### src/rtl/aes_round_sequencer.sv
// AES round sequencer: owns the block state register and round counter, fetches
// one round key per round over req/ack and hands the finished block downstream.
module aes_round_sequencer #(
    parameter int unsigned SENTENCE = 128,
    parameter int unsigned ROUNDS   = 10
) (
    input  logic                clk,
    input  logic                rst,
    input  logic                in_valid,
    output logic                in_ready,
    input  logic [SENTENCE-1:0] data_in,
    output logic [3:0]          Round_Number,
    output logic [SENTENCE-1:0] state_out,
    input  logic [SENTENCE-1:0] round_result,
    output logic                key_req,
    input  logic                key_ack,
    output logic                out_valid,
    input  logic                out_ready,
    output logic [SENTENCE-1:0] data_out,
    output logic                busy
);

    localparam int unsigned RN_W = 4;
    localparam logic [RN_W-1:0] LAST_ROUND = RN_W'(ROUNDS);

    typedef enum logic [1:0] {
        IDLE  = 2'd0,
        ROUND = 2'd1,
        DONE  = 2'd2
    } fsm_e;

    fsm_e                fsm_q, fsm_d;
    logic [SENTENCE-1:0] state_q, state_d;
    logic [RN_W-1:0]     round_q, round_d;

    // State, datapath and round counter registers
    always_ff @(posedge clk or posedge rst) begin
        if (rst) begin
            fsm_q   <= IDLE;
            state_q <= '0;
            round_q <= '0;
        end else begin
            fsm_q   <= fsm_d;
            state_q <= state_d;
            round_q <= round_d;
        end
    end

    // Next-state and datapath update
    always_comb begin
        fsm_d   = fsm_q;
        state_d = state_q;
        round_d = round_q;
        case (fsm_q)
            IDLE: begin
                if (in_valid) begin
                    state_d = data_in;
                    round_d = '0;
                    fsm_d   = ROUND;
                end
            end
            ROUND: begin
                if (key_ack) begin
                    state_d = round_result;
                    if (round_q == LAST_ROUND) begin
                        fsm_d = DONE;
                    end else begin
                        round_d = round_q + RN_W'(1);
                    end
                end
            end
            DONE: begin
                if (out_ready) begin
                    round_d = '0;
                    fsm_d   = IDLE;
                end
            end
            default: begin
                fsm_d   = IDLE;
                round_d = '0;
            end
        endcase
    end

    // Handshake outputs decoded from the state register only
    always_comb begin
        in_ready  = 1'b0;
        key_req   = 1'b0;
        out_valid = 1'b0;
        busy      = 1'b1;
        case (fsm_q)
            IDLE: begin
                in_ready = 1'b1;
                busy     = 1'b0;
            end
            ROUND:   key_req   = 1'b1;
            DONE:    out_valid = 1'b1;
            default: busy      = 1'b1;
        endcase
    end

    assign Round_Number = round_q;
    assign state_out    = state_q;
    assign data_out     = state_q;

endmodule

### config.mk
export PLATFORM = sky130hd
export DESIGN_NAME = aes_round_sequencer
export DESIGN_NICKNAME = d
export VERILOG_FILES = /design/src/rtl/aes_round_sequencer.sv
export SDC_FILE = /design/constraint.sdc
export NUM_CORES = 1
export LEC_CHECK = 0
export CORE_AREA = 2 2 206 208
export DETAILED_ROUTE_END_ITERATION = 8
export DIE_AREA = 0 0 208 210
export PLACE_DENSITY_LB_ADDON = 0.12
export SYNTH_ARGS = -nofsm -noshare
export SYNTH_HDL_FRONTEND = slang
export SYNTH_SLANG_ARGS = --single-unit
export TNS_END_PERCENT = 10
### constraint.sdc
create_clock -name clk -period 7.6 [get_ports clk]
set_input_delay 1.52 -clock clk [delete_from_list [all_inputs] [get_ports clk]]
set_output_delay 1.52 -clock clk [all_outputs]
set_load 0.05 [all_outputs]
==> flow_metrics.tcl, run 1 <==
set metrics [dict create \
    status "finished, final reports clean" \
    tns_ns 0 \
    maxCapViolations 0 \
    clkLatencyLatePin_ns 0.43 \
    slew_headroom_pct 29.8 \
    wl_per_cell_um 18.3 \
    track_usage_pct 12.6 \
    cts_buffers 17 \
    period_share_pct 53.5 \
    rsz0062_at_grt "no" \
    fin_skew_ns 0.00637 \
    io_buffers 524 \
    diodes 0 \
    ys_dominant_reg_cell "dfrtp_1" \
    nNetsFinal 1236 \
    via_count 5729 \
    synth_mux_area_share_pct 40.9 \
    ant_nets 0 \
    grt_max_degree 75 \
    cts_resized 0 \
    drc 0 \
    ys_ff_latch 134 \
    synthSimpleGateAreaFrac_pct 1.23 \
    ios 525 \
    layout-drive-gt1-share_pct 29.5 \
    die_area_sq_um 43700 \
    clock_sinks 134 \
    critPathCaptureType "output pin" \
    cts_hold_repair.buffers 0 \
    synth_cell_types 23 \
    coreArea_sq_um 41500 \
    grt_pass1_vias 6299 \
    area_growth_pct 66.1 \
    cts_tree "done" \
    synthesis.nets 847 \
    yosys_warnings 0 \
    grt-ovfl-total 0 \
    first_pass_iters 4 \
    place_hpwl_mm 21.4 \
    synth_top_family_by_area "multiplexers" \
    drtIter0Drc 133 \
    die_w_um 208 \
    async_flop_share_pct 100 \
    ys_seq_area_share_pct 41.6 \
    synth.most_common_cell "mux2_2" \
    synth_compound_gate_area_share_pct 0.823 \
    via_per_inst 3.76 \
    crit_type "reg -> out" \
    grt_pass1_wl_mm 40.6 \
    hold_viol_final 0 \
    post-cts-setup-buffer-count 0 \
    syn_inst 584 \
    die_h_um 210 \
    worst_setup_path_start_kind "register" \
    min_period_ns 4.07 \
    h-tree-depth 4 \
    synthTopCellsByCount "152 x mux2_2, 142 x buf_4, 134 x dfrtp_1, 104 x mux2_4, 9 x buf_2" \
    worst_slew_pin_slew_ns 1.05 \
    path_max_fanout 22 \
    arrival_ns 2.55 \
    yosys.area.top_type_share_pct 41.6 \
    synth-adder-area-share_pct 0.311 \
    cts-root-buf "clkbuf_16" \
    fillCellCount 4220 \
    setup_viol_count_final 0 \
    rows 75 \
    gp_congestion 0.697 \
    netlist_area_sq_um 8060 \
    reg2reg_slack_ns 4.68 \
    drt_wl_total_mm 27.9 \
    synth_xor_area_share_pct 0 \
    synth_area_per_cell_sq_um 13.8 \
    yosysTopAreaCell "dfrtp_1" \
    min-delay-path-class "reg -> reg" \
    synth_enable_flop_cells 0 \
    cts_buffer_depth 2 \
    synth.top_cells.by_area "dfrtp_1 42%, mux2_2 21%, mux2_4 19%, buf_4 13%, buf_6 1.1%" \
    slew_violations 0 \
    required_ns 6.08 \
    initial_core_util_pct 19.4 \
    max_freq_mhz 246 \
    antenna_found_initial 0 \
    clk_pin_slew_ns 0.06 \
]
-- final timing paths --
path	end	cells past startpoint	startpoint
hold reg to reg	data_out[110]$_DFFE_PP0P_	1	data_out[110]$_DFFE_PP0P_
setup reg to reg	data_out[24]$_DFFE_PP0P_	4	fsm_q[0]$_DFFE_PP0P_
setup / recovery	key_req	2	fsm_q[0]$_DFFE_PP0P_
hold / removal	data_out[110]$_DFFE_PP0P_	1	data_out[110]$_DFFE_PP0P_
min in group asynchronous	data_out[70]$_DFFE_PP0P_	2	rst
max in group asynchronous	data_out[65]$_DFFE_PP0P_	3	rst
-- cell usage in the layout (no fill, tap or decap), types with 3 or more instances in the layout --
master / synthesis / final
buf_4: 142 / 5
clkbuf_1: 0 / 6
clkbuf_16: 0 / 17
clkdlybuf4s50_1: 0 / 524
dfrtp_1: 134 / 134
inv_1: 5 / 4
mux2_2: 152 / 152
mux2_4: 104 / 104
nand3_1: 4 / 4
o211ai_1: 4 / 4
o21ai_0: 3 / 3
-- critical path, stage by stage (launching register included) --
cell and delay [ns]:
dfrtp_1 0.53, nor2b_4 0.65, clkdlybuf4s50_1 0.93
-- cells by family after synthesis --
family,after synthesis
AO/OA/AOI/OAI,10
adder cells (fa/ha/maj),2
buffers and inverters,164
flip-flops,134
multiplexers,258
AND/OR/NAND/NOR,16
-- layout make-up --
| type | instances | area [sq um] | share of cell area, % |
|---|---|---|---|
| timing repair buffer | 529 | 5280 | 39.5 |
| inverter | 5 | 23.8 | 0.178 |
| sequential | 134 | 3350 | 25.1 |
| clock buffer | 25 | 475 | 3.55 |
| multi-input combinational | 286 | 3500 | 26.1 |
| clock inverter | 4 | 72.6 | 0.542 |
| tap | 539 | 674 | 5.04 |
-- metal layers --
| layer | global-route usage, % | vias to the layer above | routed length, um |
|---|---|---|---|
| li1 | - | 2685 | - |
| met1 | 14.4 | 2745 | 11100 |
| met2 | 22.4 | 280 | 14600 |
| met3 | 4.16 | 19 | 1880 |
| met4 | 3.33 | 0 | 325 |
| met5 | 0 | - | 0 |
-- state kept, by name (all words and copies together), names as in the netlist --
name / flops
Round_Number: 4
fsm_q: 2
data_out: 128
-- through the flow --
step                      std cells  hold slack, ns  utilization (%)  cell area, sq um  setup WS (ns)
after floorplan                 584           0.519                -              8060           2.50
after detailed placement       1493           0.525             30.9             12800           3.48
after CTS                      1522           0.541             32.3             13400           3.43
final                          1522           0.537             32.3             13400           3.53
after global routing           1522           0.563             32.3             13400           3.36
after global placement         1493           0.528             30.9             12800           3.52
Power of run 1 is left out: the tool's default activity adds up to more than one toggle a clock period on the data nets, which glitch-free logic cannot reach.
==> run 2, diff against run 1 <==
--- a/config.mk
+++ b/config.mk
@@ -5,9 +5,9 @@
 export SDC_FILE = /design/constraint.sdc
 export NUM_CORES = 1
 export LEC_CHECK = 0
-export CORE_AREA = 2 2 206 208
+export CORE_AREA = 2 2 201 203
 export DETAILED_ROUTE_END_ITERATION = 8
-export DIE_AREA = 0 0 208 210
+export DIE_AREA = 0 0 203 205
 export PLACE_DENSITY_LB_ADDON = 0.12
 export SYNTH_ARGS = -nofsm -noshare
 export SYNTH_HDL_FRONTEND = slang
==> constraint.sdc (replaced) <==
create_clock -name clk -period 3.27 [get_ports clk]
set_input_delay 0.654 -clock clk [delete_from_list [all_inputs] [get_ports clk]]
set_output_delay 0.654 -clock clk [all_outputs]
set_load 0.05 [all_outputs]
==> run 2 against run 1 <==
First-iteration DRC count shrank 3.0%; design area increased by 0.68%; worst hold slack worse by 0.0031 ns; die area is 4.7% lower; final cell count decreased by 0.59%; global-route usage is 0.31 points higher; worst setup slack worse by 3.1 ns; critical path type unchanged; sequential share of layout area is 0.17 points lower; non-clock buffer count up 2; utilization increased by 2.0 points; clock skew increased by 0.0016 ns; sequential cell count unchanged.
==> flow_metrics.tcl, run 2 (same netlist as run 1, synthesis figures left out) <==
set metrics [dict create \
    largest_reg_flops 128 \
    min_from "data_out[102]$_DFFE_PP0P_" \
    first_pass_iters 4 \
    nNetsFinal 1238 \
    ff2ff_path_depth 4 \
    ant_nets 0 \
    critPathCaptureType "output pin" \
    worst_setup_path_start_kind "register" \
    min_period_ns 2.81 \
    cts_tree "done" \
    setup_viol_count_final 0 \
    mostFrequentLayoutCells "524 x clkdlybuf4s50_1, 152 x mux2_2, 134 x dfrtp_1" \
    rows 73 \
    drtIter0Drc 129 \
    place_hpwl_mm 21.2 \
    worst_slew_pin_slew_ns 0.917 \
    required_ns 2.62 \
    top_usage_layer "met2" \
    antenna_found_initial 1 \
    area_growth_pct 67.2 \
    cts_buffer_depth 2 \
    via_count 5739 \
    slew_headroom_pct 38.8 \
    h-tree-depth 4 \
    reg2reg_slack_ns 0.92 \
    hold_depth 1 \
    dp_slack_ns 0.669 \
    via_per_inst 3.79 \
    global_route.usage.met3_pct 4.36 \
    crit_type "reg -> out" \
    cts_hold_repair.buffers 0 \
    wl_per_cell_um 18.3 \
    io_buffers 524 \
    grt_pass1_wl_mm 39.5 \
    layout-drive-gt1-share_pct 30.4 \
    cts_resized 0 \
    status "finished, final reports clean" \
    clkLatencyLatePin_ns 0.43 \
    post-cts-setup-buffer-count 0 \
    path_max_fanout 9 \
    r2r_end "data_out[89]$_DFFE_PP0P_" \
    diodes 0 \
    arrival_ns 2.15 \
    die_area_sq_um 41600 \
    final_common_cell "clkdlybuf4s50_1" \
    fin_skew_ns 0.00794 \
    initial_core_util_pct 20.5 \
    r2r-start "fsm_q[0]$_DFFE_PP0P_" \
    layout_setup_ws_ns 0.463 \
    maxCapViolations 0 \
    cts_buffers 17 \
    tns_ns 0 \
    hold_end "data_out[102]$_DFFE_PP0P_" \
    track_usage_pct 12.9 \
    coreArea_sq_um 39400 \
    grt-ovfl-total 0 \
    die_h_um 205 \
    min-delay-path-class "reg -> reg" \
    use_met1_pct 14.5 \
    slew_violations 0 \
    cts-root-buf "clkbuf_16" \
    grtUsageMet2_pct 23.0 \
    grt_max_degree 134 \
    ios 525 \
    grt_pass1_vias 6229 \
    crit_start "fsm_q[1]$_DFFE_PP0P_" \
    period_share_pct 85.8 \
    die_w_um 203 \
    rsz0062_at_grt "no" \
    drc 0 \
    gp_congestion 0.756 \
    clk_pin_slew_ns 0.07 \
    drt_wl_total_mm 27.6 \
    max_freq_mhz 356 \
    clock_sinks 134 \
    hold_viol_final 0 \
]
## run 2: metrics by stage
step                hold WS [ns]  util [%]  instance area, sq um  std cells
global placement           0.520      32.7                 12900       1481
floorplan                  0.519         -                  8060        584
finish                     0.533      34.2                 13500       1513
CTS                        0.541      34.2                 13500       1513
detailed placement         0.522      32.7                 12900       1481
global route               0.555      34.2                 13500       1513
## run 2: layout make-up
class | count | area (sq um)
clock buffers | 18 | 429
clock inverters | 14 | 151
fillers | 3903 | 25900
inverters | 5 | 22.5
multi-input cells | 286 | 3500
flip-flops and latches | 134 | 3350
well taps | 525 | 657
repair buffers | 531 | 5360
## run 2: worst max path at each step
stage / endpoint / slack, ns / cells after the start
after floorplan: Round_Number[0]$_DFFE_PP0P_ / 0.95 / 1
after global placement: data_out[24]$_DFFE_PP0P_ / 0.71 / 5
after detailed placement: data_out[14]$_DFFE_PP0P_ / 0.67 / 5
after CTS: in_ready / 0.42 / 3
after global routing: in_ready / 0.36 / 3
final: in_ready / 0.46 / 3
## run 2: metal layers
metal	routed length [um]	share of wire, %
met3	2200	8.0
met1	10700	39
met5	0	0
met4	331	1.2
met2	14400	52
## run 2: worst max-delay path: stages (launching register included)
cell and delay (ns):
dfrtp_1 0.52, or2_2 0.36, inv_1 0.05, clkdlybuf4s50_1 0.79
Power of run 2 is left out for the same reason.
==> run 3, diff against run 2 <==
--- a/config.mk
+++ b/config.mk
@@ -5,10 +5,12 @@
 export SDC_FILE = /design/constraint.sdc
 export NUM_CORES = 1
 export LEC_CHECK = 0
-export CORE_AREA = 2 2 201 203
+export ABC_AREA = 1
+export CORE_AREA = 2 2 205 207
 export DETAILED_ROUTE_END_ITERATION = 8
-export DIE_AREA = 0 0 203 205
+export DIE_AREA = 0 0 207 209
 export PLACE_DENSITY_LB_ADDON = 0.12
+export REMOVE_ABC_BUFFERS = 1
 export SYNTH_ARGS = -nofsm -noshare
 export SYNTH_HDL_FRONTEND = slang
 export SYNTH_SLANG_ARGS = --single-unit
==> run 3 against run 2 <==
Utilization down 2.1 points; sequential cell count unchanged; design area down 1.6%; final cell count up 36%; area after synthesis down 2.0%; routed wire length up 12%; non-clock buffer count up 3.
==> flow_metrics.tcl, run 3 <==
set metrics [dict create \
    status "finished, final reports clean" \
    synth_cell_types 18 \
    worst_setup_path_start_kind "register" \
    synth.most_common_cell "nand2_1" \
    min_period_ns 2.76 \
    place_hpwl_mm 22.9 \
    first_pass_iters 4 \
    hold_viol_final 0 \
    dp_cells 2028 \
    fin_area_sq_um 13300 \
    gp_congestion 0.754 \
    slowest_stage "clkdlybuf4s50_1" \
    grtUsageMet2_pct 23.8 \
    largest_reg_flops 128 \
    worst_slew_pin_slew_ns 0.987 \
    yosys.area.top_type_share_pct 42.5 \
    use_met1_pct 17.3 \
    synth.top_cells.by_area "dfrtp_1 42%, nand2_1 25%, buf_4 13%, inv_1 6.6%, o21ai_0 5.8%" \
    die_area_sq_um 43300 \
    global_route.usage.met3_pct 3.76 \
    grt-ovfl-total 0 \
    grt_pass1_wl_mm 46.6 \
    grt_max_degree 111 \
    ant_nets 0 \
    synth_area_per_cell_sq_um 6.93 \
    diodes 0 \
    ys_dominant_reg_cell "dfrtp_1" \
    placed_cell_area_sq_um 12700 \
    final_common_cell "nand2_1" \
    cts_buffers 17 \
    syn_inst 1139 \
    cts_resized 0 \
    track_usage_pct 14.0 \
    cp_cell_sequence "nor2_4 > clkdlybuf4s50_1" \
    antenna_found_initial 0 \
    power_leakage_uw 0.00617 \
    async_flop_share_pct 100 \
    critPathCaptureType "output pin" \
    cts-root-buf "clkbuf_16" \
    yosys_warnings 0 \
    top_usage_layer "met2" \
    arrival_ns 2.11 \
    cpPeakStageDelay_ns 0.89 \
    netlist_area_sq_um 7890 \
    fin_skew_ns 0.00832 \
    rows 75 \
    yosysTopAreaCell "dfrtp_1" \
    h-tree-depth 4 \
    die_h_um 209 \
    cellPowerDensity_nw_per_um2 1280 \
    post-cts-setup-buffer-count 0 \
    maxCapViolations 0 \
    ys_seq_area_share_pct 42.5 \
    cts_tree "done" \
    via_count 7753 \
    period_share_pct 84.5 \
    critPathBufInv 1 \
    mostFrequentLayoutCells "531 x nand2_1, 524 x clkdlybuf4s50_1, 137 x inv_1" \
    crit_family "buffers and inverters" \
    setup_viol_count_final 0 \
    slew_violations 0 \
    ir_drop_mv 0.566 \
    nNetsFinal 1771 \
    drt_wl_total_mm 30.9 \
    drtIter0Drc 299 \
    synth_enable_flop_cells 0 \
    required_ns 2.62 \
    layout-drive-gt1-share_pct 2.83 \
    drc 0 \
    clk_pin_slew_ns 0.06 \
    cts_hold_repair.buffers 0 \
    io_buffers 524 \
    coreArea_sq_um 41300 \
    initial_core_util_pct 19.1 \
    via_per_inst 3.76 \
    crit_type "reg -> out" \
    synthTopCellsByCount "531 x nand2_1, 138 x inv_1, 134 x dfrtp_1, 132 x buf_4, 91 x o21ai_0" \
    fin_cells 2060 \
    ys_ff_latch 134 \
    clkLatencyLatePin_ns 0.43 \
    slew_headroom_pct 34.2 \
    die_w_um 207 \
    ios 525 \
    total_power_uw 17000 \
    max_freq_mhz 362 \
    path_max_fanout 13 \
    cts_buffer_depth 2 \
    min-delay-path-class "reg -> reg" \
    tns_ns 0 \
    wl_per_cell_um 15.0 \
    area_growth_pct 68.0 \
    clock_sinks 134 \
    grt_pass1_vias 7684 \
    rsz0062_at_grt "no" \
]
## run 3: cell count changes after synthesis, moves of 4 or more
cell,change
o21bai_1,+4
clkbuf_1,+8
buf_2,+35
buf_6,-8
buf_4,-10
nand2_1,+531
mux2_2,-152
mux2_4,-104
inv_1,+133
nor2_1,+7
o21ai_0,+88
o211ai_1,-4
o21ai_1,+38
## run 3: worst register-to-register path, delay by kind of cell, from the launching register on
kind	cells	cell delay (ns)
AOI/OAI and AO/OA	2	0.37
buffers and inverters	2	0.57
DFF	1	0.42
and+or+nand+nor	2	0.53
## run 3: power breakdown
| part | switching, uW | internal [uW] |
|---|---|---|
| Sequential | 806 | 2460 |
| Clock | 761 | 1000 |
| Combinational | 8290 | 3710 |
| Total | 9860 | 7180 |
## run 3: area by class of cell
type	instances	area (sq um)
sequential	134	3350
tap	539	674
clock buffer	24	472
timing repair buffer	534	5400
clock inverter	8	51.3
multi-input combinational	681	2780
inverter	140	533
fill	4523	28000
## run 3: final timing paths
path	cells past startpoint	slack, ns	start	to
max reg2reg	6	1.23	fsm_q[1]$_DFFE_PP0P_	data_out[32]$_DFFE_PP0P_
max	2	0.51	fsm_q[1]$_DFFE_PP0P_	key_req
max in group asynchronous	3	1.89	rst	data_out[41]$_DFFE_PP0P_
min in group asynchronous	2	0.69	rst	data_out[5]$_DFFE_PP0P_
min	2	0.55	data_out[44]$_DFFE_PP0P_	data_out[44]$_DFFE_PP0P_
min reg2reg	2	0.55	data_out[44]$_DFFE_PP0P_	data_out[44]$_DFFE_PP0P_
## run 3: cell families (layout without fill, tap and decap cells)
family	Yosys count	after routing	share of synthesized area, %
buffers and inverters	324	706	22.4
DFF	134	134	42.5
adders and majority gates	2	2	0.317
AOI/OAI and AO/OA	135	135	8.75
and+or+nand+nor	543	543	26.0
xor gates and xnor gates	1	1	0.111
## run 3: metal layers
layer | part of all wire, % | vias up
met5 | 0 | -
met4 | 1.2 | 0
met3 | 5.8 | 17
met2 | 50 | 274
met1 | 43 | 3462
li1 | - | 4000
## run 3: per-stage QoR
stage	setup slack, ns	util (%)	hold slack [ns]
final	0.508	32.1	0.553
after global routing	0.394	32.1	0.569
after CTS	0.445	32.1	0.554
after detailed placement	0.920	30.8	0.541
after global placement	0.936	30.8	0.538
after floorplan	-2.85	-	0.803
Power figures use the tool's default switching activity.
